$ cat config.mk
export PLATFORM = sky130hd
export DESIGN_NAME = four_bit_up_counter
export DESIGN_NICKNAME = d
export VERILOG_FILES = /design/src/rtl/four_bit_up_counter_pkg.sv /design/src/rtl/four_bit_up_counter_tick_prescaler.sv /design/src/rtl/four_bit_up_counter.sv
export SDC_FILE = /design/constraint.sdc
export NUM_CORES = 1
export LEC_CHECK = 0
export BUFFER_PORTS_ARGS = -buffer_cell sky130_fd_sc_hd__buf_2
export CORE_MARGIN = 2
export CORE_UTILIZATION = 31
export DETAILED_ROUTE_END_ITERATION = 12
export SLEW_MARGIN = 0
export SYNTH_ARGS = -nofsm -noshare
export SYNTH_HDL_FRONTEND = slang
export SYNTH_SLANG_ARGS = --single-unit
$ cat constraint.sdc
create_clock -name clk -period 1.86 [get_ports clk]
set_input_delay 0 -clock clk [delete_from_list [all_inputs] [get_ports clk]]
set_output_delay 0 -clock clk [all_outputs]
set_load 0.01 [all_outputs]
$ cat src/rtl/four_bit_up_counter_pkg.sv
// Shared definitions for four_bit_up_counter: mode encodings on sel and
// active-low seven-segment glyphs (bit order {g,f,e,d,c,b,a}).
package four_bit_up_counter_pkg;

    typedef enum logic [1:0] {
        MODE_HOLD = 2'b00,
        MODE_UP   = 2'b01,
        MODE_LOAD = 2'b10,
        MODE_CLR  = 2'b11
    } mode_t;

    localparam logic [6:0] SEG_0 = 7'b1000000;
    localparam logic [6:0] SEG_1 = 7'b1111001;
    localparam logic [6:0] SEG_2 = 7'b0100100;
    localparam logic [6:0] SEG_3 = 7'b0110000;
    localparam logic [6:0] SEG_4 = 7'b0011001;
    localparam logic [6:0] SEG_5 = 7'b0010010;
    localparam logic [6:0] SEG_6 = 7'b0000010;
    localparam logic [6:0] SEG_7 = 7'b1111000;
    localparam logic [6:0] SEG_8 = 7'b0000000;
    localparam logic [6:0] SEG_9 = 7'b0010000;
    localparam logic [6:0] SEG_A = 7'b0001000;
    localparam logic [6:0] SEG_B = 7'b0000011;
    localparam logic [6:0] SEG_C = 7'b1000110;
    localparam logic [6:0] SEG_D = 7'b0100001;
    localparam logic [6:0] SEG_E = 7'b0000110;
    localparam logic [6:0] SEG_F = 7'b0001110;

    function automatic logic [6:0] seg_glyph(input logic [3:0] value);
        logic [6:0] code;
        case (value)
            4'h0: code = SEG_0;
            4'h1: code = SEG_1;
            4'h2: code = SEG_2;
            4'h3: code = SEG_3;
            4'h4: code = SEG_4;
            4'h5: code = SEG_5;
            4'h6: code = SEG_6;
            4'h7: code = SEG_7;
            4'h8: code = SEG_8;
            4'h9: code = SEG_9;
            4'hA: code = SEG_A;
            4'hB: code = SEG_B;
            4'hC: code = SEG_C;
            4'hD: code = SEG_D;
            4'hE: code = SEG_E;
            default: code = SEG_F;
        endcase
        return code;
    endfunction

endpackage

$ cat src/rtl/four_bit_up_counter_tick_prescaler.sv
// Slow-tick prescaler: divides clk by CLK_HZ/TICK_HZ and emits a registered
// one-cycle tick enable. restart returns the divider to phase 0.
module tick_prescaler #(
    parameter int unsigned CLK_HZ  = 100000000,
    parameter int unsigned TICK_HZ = 1
) (
    input  logic clk,
    input  logic Clear,
    input  logic restart,
    output logic tick
);

    localparam int unsigned PDIV = CLK_HZ / TICK_HZ;
    localparam int unsigned CW   = (PDIV > 1) ? $clog2(PDIV) : 1;
    localparam logic [CW-1:0] LAST = CW'(PDIV - 1);

    logic [CW-1:0] count;

    // Free-running divider; tick is high for the cycle after count hits LAST
    always_ff @(posedge clk or posedge Clear) begin
        if (Clear) begin
            count <= '0;
            tick  <= 1'b0;
        end else if (restart) begin
            count <= '0;
            tick  <= 1'b0;
        end else begin
            tick  <= (count == LAST);
            count <= (count == LAST) ? '0 : count + 1'b1;
        end
    end

endmodule

$ cat src/rtl/four_bit_up_counter.sv
// 4-bit up-counter digit with hold/count/load/clear modes, modulus wrap at
// MAX_COUNT and a registered cascade carry. Optional registered seven-segment
// output is enabled with macro FOUR_BIT_UP_SEG_EN.
module four_bit_up_counter
    import four_bit_up_counter_pkg::*;
#(
    parameter int unsigned CLK_HZ    = 100000000,
    parameter int unsigned TICK_HZ   = 1,
    parameter int unsigned MAX_COUNT = 15
) (
    input  logic       clk,
    input  logic       Clear,
    input  logic [1:0] sel,
    input  logic [3:0] load_val,
    input  logic       cin,
    output logic [3:0] Q,
    output logic       tick,
    output logic       cout
`ifdef FOUR_BIT_UP_SEG_EN
    ,
    output logic [6:0] seg
`endif
);

    localparam logic [3:0] MAX_Q = 4'(MAX_COUNT);

    mode_t      mode;
    logic       restart;
    logic [3:0] load_clamped;

    assign mode         = mode_t'(sel);
    assign restart      = (mode == MODE_LOAD) || (mode == MODE_CLR);
    assign load_clamped = (load_val > MAX_Q) ? MAX_Q : load_val;

    tick_prescaler #(
        .CLK_HZ (CLK_HZ),
        .TICK_HZ(TICK_HZ)
    ) u_prescaler (
        .clk    (clk),
        .Clear  (Clear),
        .restart(restart),
        .tick   (tick)
    );

    // Count register and one-cycle carry; mode sampled on the same edge as tick
    always_ff @(posedge clk or posedge Clear) begin
        if (Clear) begin
            Q    <= '0;
            cout <= 1'b0;
        end else begin
            cout <= 1'b0;
            unique case (mode)
                MODE_HOLD: Q <= Q;
                MODE_UP: begin
                    if (tick && cin) begin
                        if (Q == MAX_Q) begin
                            Q    <= '0;
                            cout <= 1'b1;
                        end else begin
                            Q <= Q + 1'b1;
                        end
                    end
                end
                MODE_LOAD: Q <= load_clamped;
                MODE_CLR:  Q <= '0;
            endcase
        end
    end

`ifdef FOUR_BIT_UP_SEG_EN
    // Seven-segment code of Q, one cycle behind Q
    always_ff @(posedge clk or posedge Clear) begin
        if (Clear) begin
            seg <= SEG_0;
        end else begin
            seg <= seg_glyph(Q);
        end
    end
`endif

endmodule

Word-level counts from Yosys, hierarchy flattened:

Index checks and enable logic that the tools add are counted.
W data, S select, Z words.

* register bits after elaboration: 33
* input port bits: 9
* output and inout port bits: 6
* word-level logic and storage cells: 28

* add/sub/neg operators: 2
* $lt $le $gt $ge: 1
* equal/unequal tests: 6
* muxes and demuxes: 10
* bitwise logic cells: 1
* reductions and logical operators: 4

Operators with widths (number)
* $mux W27: 2
* $add A27 B1 Y27 const B: 1
* $eq A27 B27 Y1 const B: 1
* $mux W4: 3
* $pmux W4 S3: 1
* $add A4 B1 Y4 const B: 1
* $eq A2 B2 Y1 const B: 2
* $eq A4 B4 Y1 const B: 1
* $gt A4 B4 Y1 const B: 1
* $mux W1: 4
* $eq A2 B1 Y1 const B: 1
* $logic_not A2 Y1: 1
* $ne A2 B2 Y1 const B: 1
* $reduce_and A2 Y1: 1
* $logic_and A1 B1 Y1: 1
* $logic_or A1 B1 Y1: 1
* $not A1 Y1: 1

Depth between registers and ports, before layout:

* depth after elaboration: 4
* mapped depth: 6
* depth with buffers taken out: 5

Cells and area by module:

A second synthesis with hierarchy kept.

* cells, all modules: 191
* area, all modules: 1819.2 um^2

Modules (own cells, without submodules)
* tick_prescaler: times used 1, cells an instance 162, area each 1530.2 um^2, seq. area each 700.7 um^2
* four_bit_up_counter: times used 1, cells an instance 29, area each 289.0 um^2, seq. area each 125.1 um^2

Least setup slack after synthesis:

No wires, ideal clock.

* path kind: flip-flop to flip-flop
* from: register u_prescaler.count[0]
* to: register u_prescaler.count[22]
* library setup time: 0.077 ns
* data arrival time: 1.818 ns
* data required time: 1.783 ns
* slack: -0.035 ns
* stages on the path, launching flop included: 6
* buffers on the path: 0
* period minus slack after synthesis: 1.895 ns
* cells stage by stage: dfrtp_1 ha_1 nand4_4 or4_4 or4_1 a21oi_1

* word-level cells in the longest chain between the ends: 3
* elaborated cells on any way between the ends: 4
* classes of those cells: 1 x add/sub; 1 x eq/ne; 2 x mux

RTL lines
* from (decl): line four_bit_up_counter_tick_prescaler.sv:17 `logic [CW-1:0] count;`
* from (signal assigned): line four_bit_up_counter_tick_prescaler.sv:29 `count <= (count == LAST) ? '0 : count + 1'b1;`
* $add A27 B1 Y27 or $eq A27 B27 Y1 (tied branches): line four_bit_up_counter_tick_prescaler.sv:29
* $mux W27 *: line four_bit_up_counter_tick_prescaler.sv:29
* $mux W27 *: line four_bit_up_counter_tick_prescaler.sv:24 `end else if (restart) begin`

Every way passes the cells marked *; elsewhere a longest branch is shown, timed or not.
A chain may end at the register's enable or synchronous reset.

Worst setup path in the final report:

* from: register u_prescaler.count[19]
* to: register u_prescaler.count[19]

The elaborated chain is that of the path after synthesis.

==> summary.md <==
| Metric | Value |
|---|---|
| Worst Hold Margin | `roughly 0.022 ns` |
| Top delay family on crit path | `simple AND/OR/NAND/NOR gates` |
| Number of routed nets with antenna violations | `0` |
| Total Routing Usage GR | `approximately 15%` |
| Synth warnings | `0` |
| Drt total wl | `4.17 mm` |
| Status | `completed` |
| Reg-to-Reg Start | `u_prescaler.count[19]` |
| Final worst slack | `0.0384 ns` |
| DR WL/cell | `13.7 µm` |
| Worst slew pin tran | `0.413 ns` |
| Post-synth top area share | `between 40% and 50%` |
| Cell Area, Synth | `approximately 1800 µm²` |
| Nets@finish | `around 240` |
| Crit path cell chain | `or4_1, nor4_2, buf_4, a41o_1, buf_4, a21oi_1` |
| Overall Power | `~1.4 mW` |
| Clock Latency Late Sink | `just under 0.3 ns` |
| Commonest non-fill, non-tap cells in the layout | `32 x dfrtp_1, 27 x buf_4, 20 x nor2_1` |
| CP most frequent cell | `buf_4` |
| Hold Startpoint | `sel[1]` |
| R2R Path End | `u_prescaler.count[19]` |
| Die Wd | `approximately 80 µm` |
| Share of layout cells above drive strength 1 | `27.3%` |
| CTS tree | `done` |
| Leak pwr | `a little under 1 nW` |
| Via-to-Cell Ratio | `~5.3` |
| Req. time, crit path | `slightly above 2 ns` |
| CTS Root Cell | `clkbuf_8` |
| Antenna diodes | `0` |
| Die area | `about 6300 µm²` |
| Cell Rows | `27` |
| Bufs and invs on worst path | `2` |
| Critical path class | `reg -> reg` |
| Synth area leader | `dfrtp_1` |
| Slew Viols, Final | `0` |
| Hold crit path type | `in -> reg` |
| Sequential cell area fraction in the yosys report | `between 40% and 50%` |
| Largest net degree at the start of global routing | `34` |
| Crit start category | `flop` |
| Pre-CTS WS | `-0.0315 ns` |
| DR pass1 iterations | `4` |
| VDD IR-drop max | `roughly 0.00029 V` |
| Fmax | `549 MHz` |
| Syn nets | `around 190` |
| Final Hold Fails | `0` |
| # setup viols final | `0` |
| Hold Path Sink | `u_prescaler.tick` |
| WHS Path Cells | `2` |
| Via count | `1612` |
| Tcrit/Tclk final | `between 90% and 100%` |
| Die Y | `just under 80 µm` |
| IO Pins | `15` |
| Crit-path slowest cell | `or4_1` |
| RSZ-0062 raised after global routing | `true` |
| Starting density of the core | `32.2%` |
| CP endpoint kind | `flop` |
| PortBufs | `14` |
| Worst-path clk slew | `around 0.06 ns` |
| CORE AREA | `between 5000 and 6000 µm²` |
| Max incr delay on CP | `around 0.54 ns` |
| GP Congestion | `about 0.88` |
| Synth cell types | `38` |
| Post-Synthesis Cells | `roughly 180` |
| CTS sink cnt | `33` |
| Mapped Avg Cell Area | `between 9 and 10 µm²` |
| Max-cap viol count | `0` |
| Power density over the cells | `slightly above 600 nW/µm²` |
| Total gr overflow | `0` |
| Area Overhead vs Synth | `29.0%` |
| Number of remaining DRC errors | `0` |
| Commonest non-fill, non-tap cell in the layout | `dfrtp_1` |
| R2R Setup Slk | `a little under 0.04 ns` |
| Sequential Area | `827 µm²` |
| Initial antenna violation count | `0` |
| Worst Skew | `between 0.006 and 0.007 ns` |
| Vias in the first global route | `~1600` |
| Fillers | `542` |
| Max clock buf depth | `2` |
| Top post-synthesis cells by area | `dfrtp_1 47%, nand4_1 4.6%, nor2_1 4.2%` |
| H-Tree Depth | `2` |
| Number of DRC markers in iteration 0 | `approximately 110` |
| Footprint of the multi-input gates | `just over 900 µm²` |
| CP Data Arrival Time | `roughly 2.0 ns` |
| Reg2reg path depth | `6` |
| Min Clock Period, post-route | `around 1.8 ns` |
| Global-route wire length before repair | `approximately 7.2 mm` |
| Worst slew margin | `72.5%` |
| CTS Buf Count | `5` |
| Synth Register Bits | `33` |
| Worst Path Max Fanout | `10` |
| Detailed placer's ending HPWL | `approximately 3.1 mm` |
==> routing by layer <==
layer / global-route usage (%) / vias to the layer above / share of wire [%] / wire, µm
met5: 0 / - / 0 / 0
met1: 18.2 / 768 / 46 / 1930
met3: 4.07 / 8 / 5.7 / 239
met4: 6.90 / 0 / 2.2 / 91
met2: 23.8 / 56 / 46 / 1910
li1: - / 780 / - / -
==> registers in the layout (all words and copies together), names as in the netlist <==
| register | cells |
|---|---|
| Q | 4 |
| u_prescaler.count | 27 |
| cout | 1 |
| u_prescaler.tick | 1 |
==> kinds of logic after synthesis <==
family                   Yosys count  synth area share (%)
XOR/XNOR                          13                  6.43
multiplexers                       1                 0.565
adder cells (fa/ha/maj)            2                  1.41
AO/OA/AOI/OAI                     36                  12.4
flip-flops                        33                  46.6
AND/OR/NAND/NOR                   87                  29.3
buffers and inverters             11                  3.25
==> timing repair <==
action | in CTS | in global routing
setup endpoints to repair | 3 | 21
resized for setup | 1 | 8
hold endpoints to repair | 37 | 0
setup buffers | 1 | 0
pin swaps | 2 | 4
hold buffers | 5 | 0
==> cell usage after synthesis <==
library cell / number
and4_1: 3
nor2b_1: 1
o31a_1: 1
clkbuf_1: 1
a31oi_1: 1
inv_1: 6
a21o_1: 1
nor2_1: 20
dfrtp_1: 33
xnor2_1: 8
or4_4: 1
and2_1: 1
or4b_2: 1
nor3_1: 1
a41o_1: 1
nor4_1: 3
or4_1: 8
o41ai_1: 2
nand3_1: 8
xor2_1: 5
o21ai_0: 9
nand4_1: 13
nor3b_1: 2
nand4_4: 2
a21oi_1: 14
or4b_1: 1
a21bo_2: 1
mux2i_1: 1
clkbuf_2: 1
nand2_1: 13
ha_1: 2
buf_4: 2
or3_1: 4
buf_6: 1
o31ai_1: 6
and3_1: 3
nand3b_1: 1
and4_2: 1
==> worst register-to-register path: stages, from the launching register on <==
cell     delay (ns)
dfrtp_1        0.38
or4_1          0.54
nor4_2         0.16
buf_4          0.16
a41o_1         0.20
buf_4          0.20
a21oi_1        0.06
==> final cells by class <==
class	count	area share, %
multi-input cells	139	40.9
flip-flops and latches	33	36.2
repair buffers	46	14.1
well taps	72	3.95
clock buffers	7	3.78
inverters	6	0.986
==> worst max path at each step <==
stage	startpoint	endpoint	slack, ns	cells past startpoint
2_1_floorplan	u_prescaler.count[0]	u_prescaler.count[22]	0.02	5
3_3_place_gp	u_prescaler.count[1]	u_prescaler.count[26]	0.03	5
3_5_place_dp	u_prescaler.count[1]	u_prescaler.count[22]	-0.03	5
4_1_cts	u_prescaler.count[0]	u_prescaler.count[26]	0.005	5
5_1_grt	u_prescaler.count[19]	u_prescaler.count[24]	-0.02	6
6_report	u_prescaler.count[19]	u_prescaler.count[19]	0.04	6
==> metrics by stage <==
step	TNS [ns]	utilization [%]	instance area (µm²)	std cells
2_1_floorplan	0	-	1780	183
3_3_place_gp	0	38.2	2100	290
3_5_place_dp	-0.0614	38.2	2100	290
4_1_cts	0	40.9	2250	303
5_1_grt	-0.112	41.5	2280	303
6_report	0	41.5	2280	303
==> power by group <==
group | leakage (nW) | internal (mW) | switching (mW)
Combinational | 0.471 | 0.0466 | 0.0543
Clock | 0.0443 | 0.293 | 0.247
Sequential | 0.453 | 0.732 | 0.0176
Total | 0.968 | 1.07 | 0.319
(Power assumes the default switching activity.)
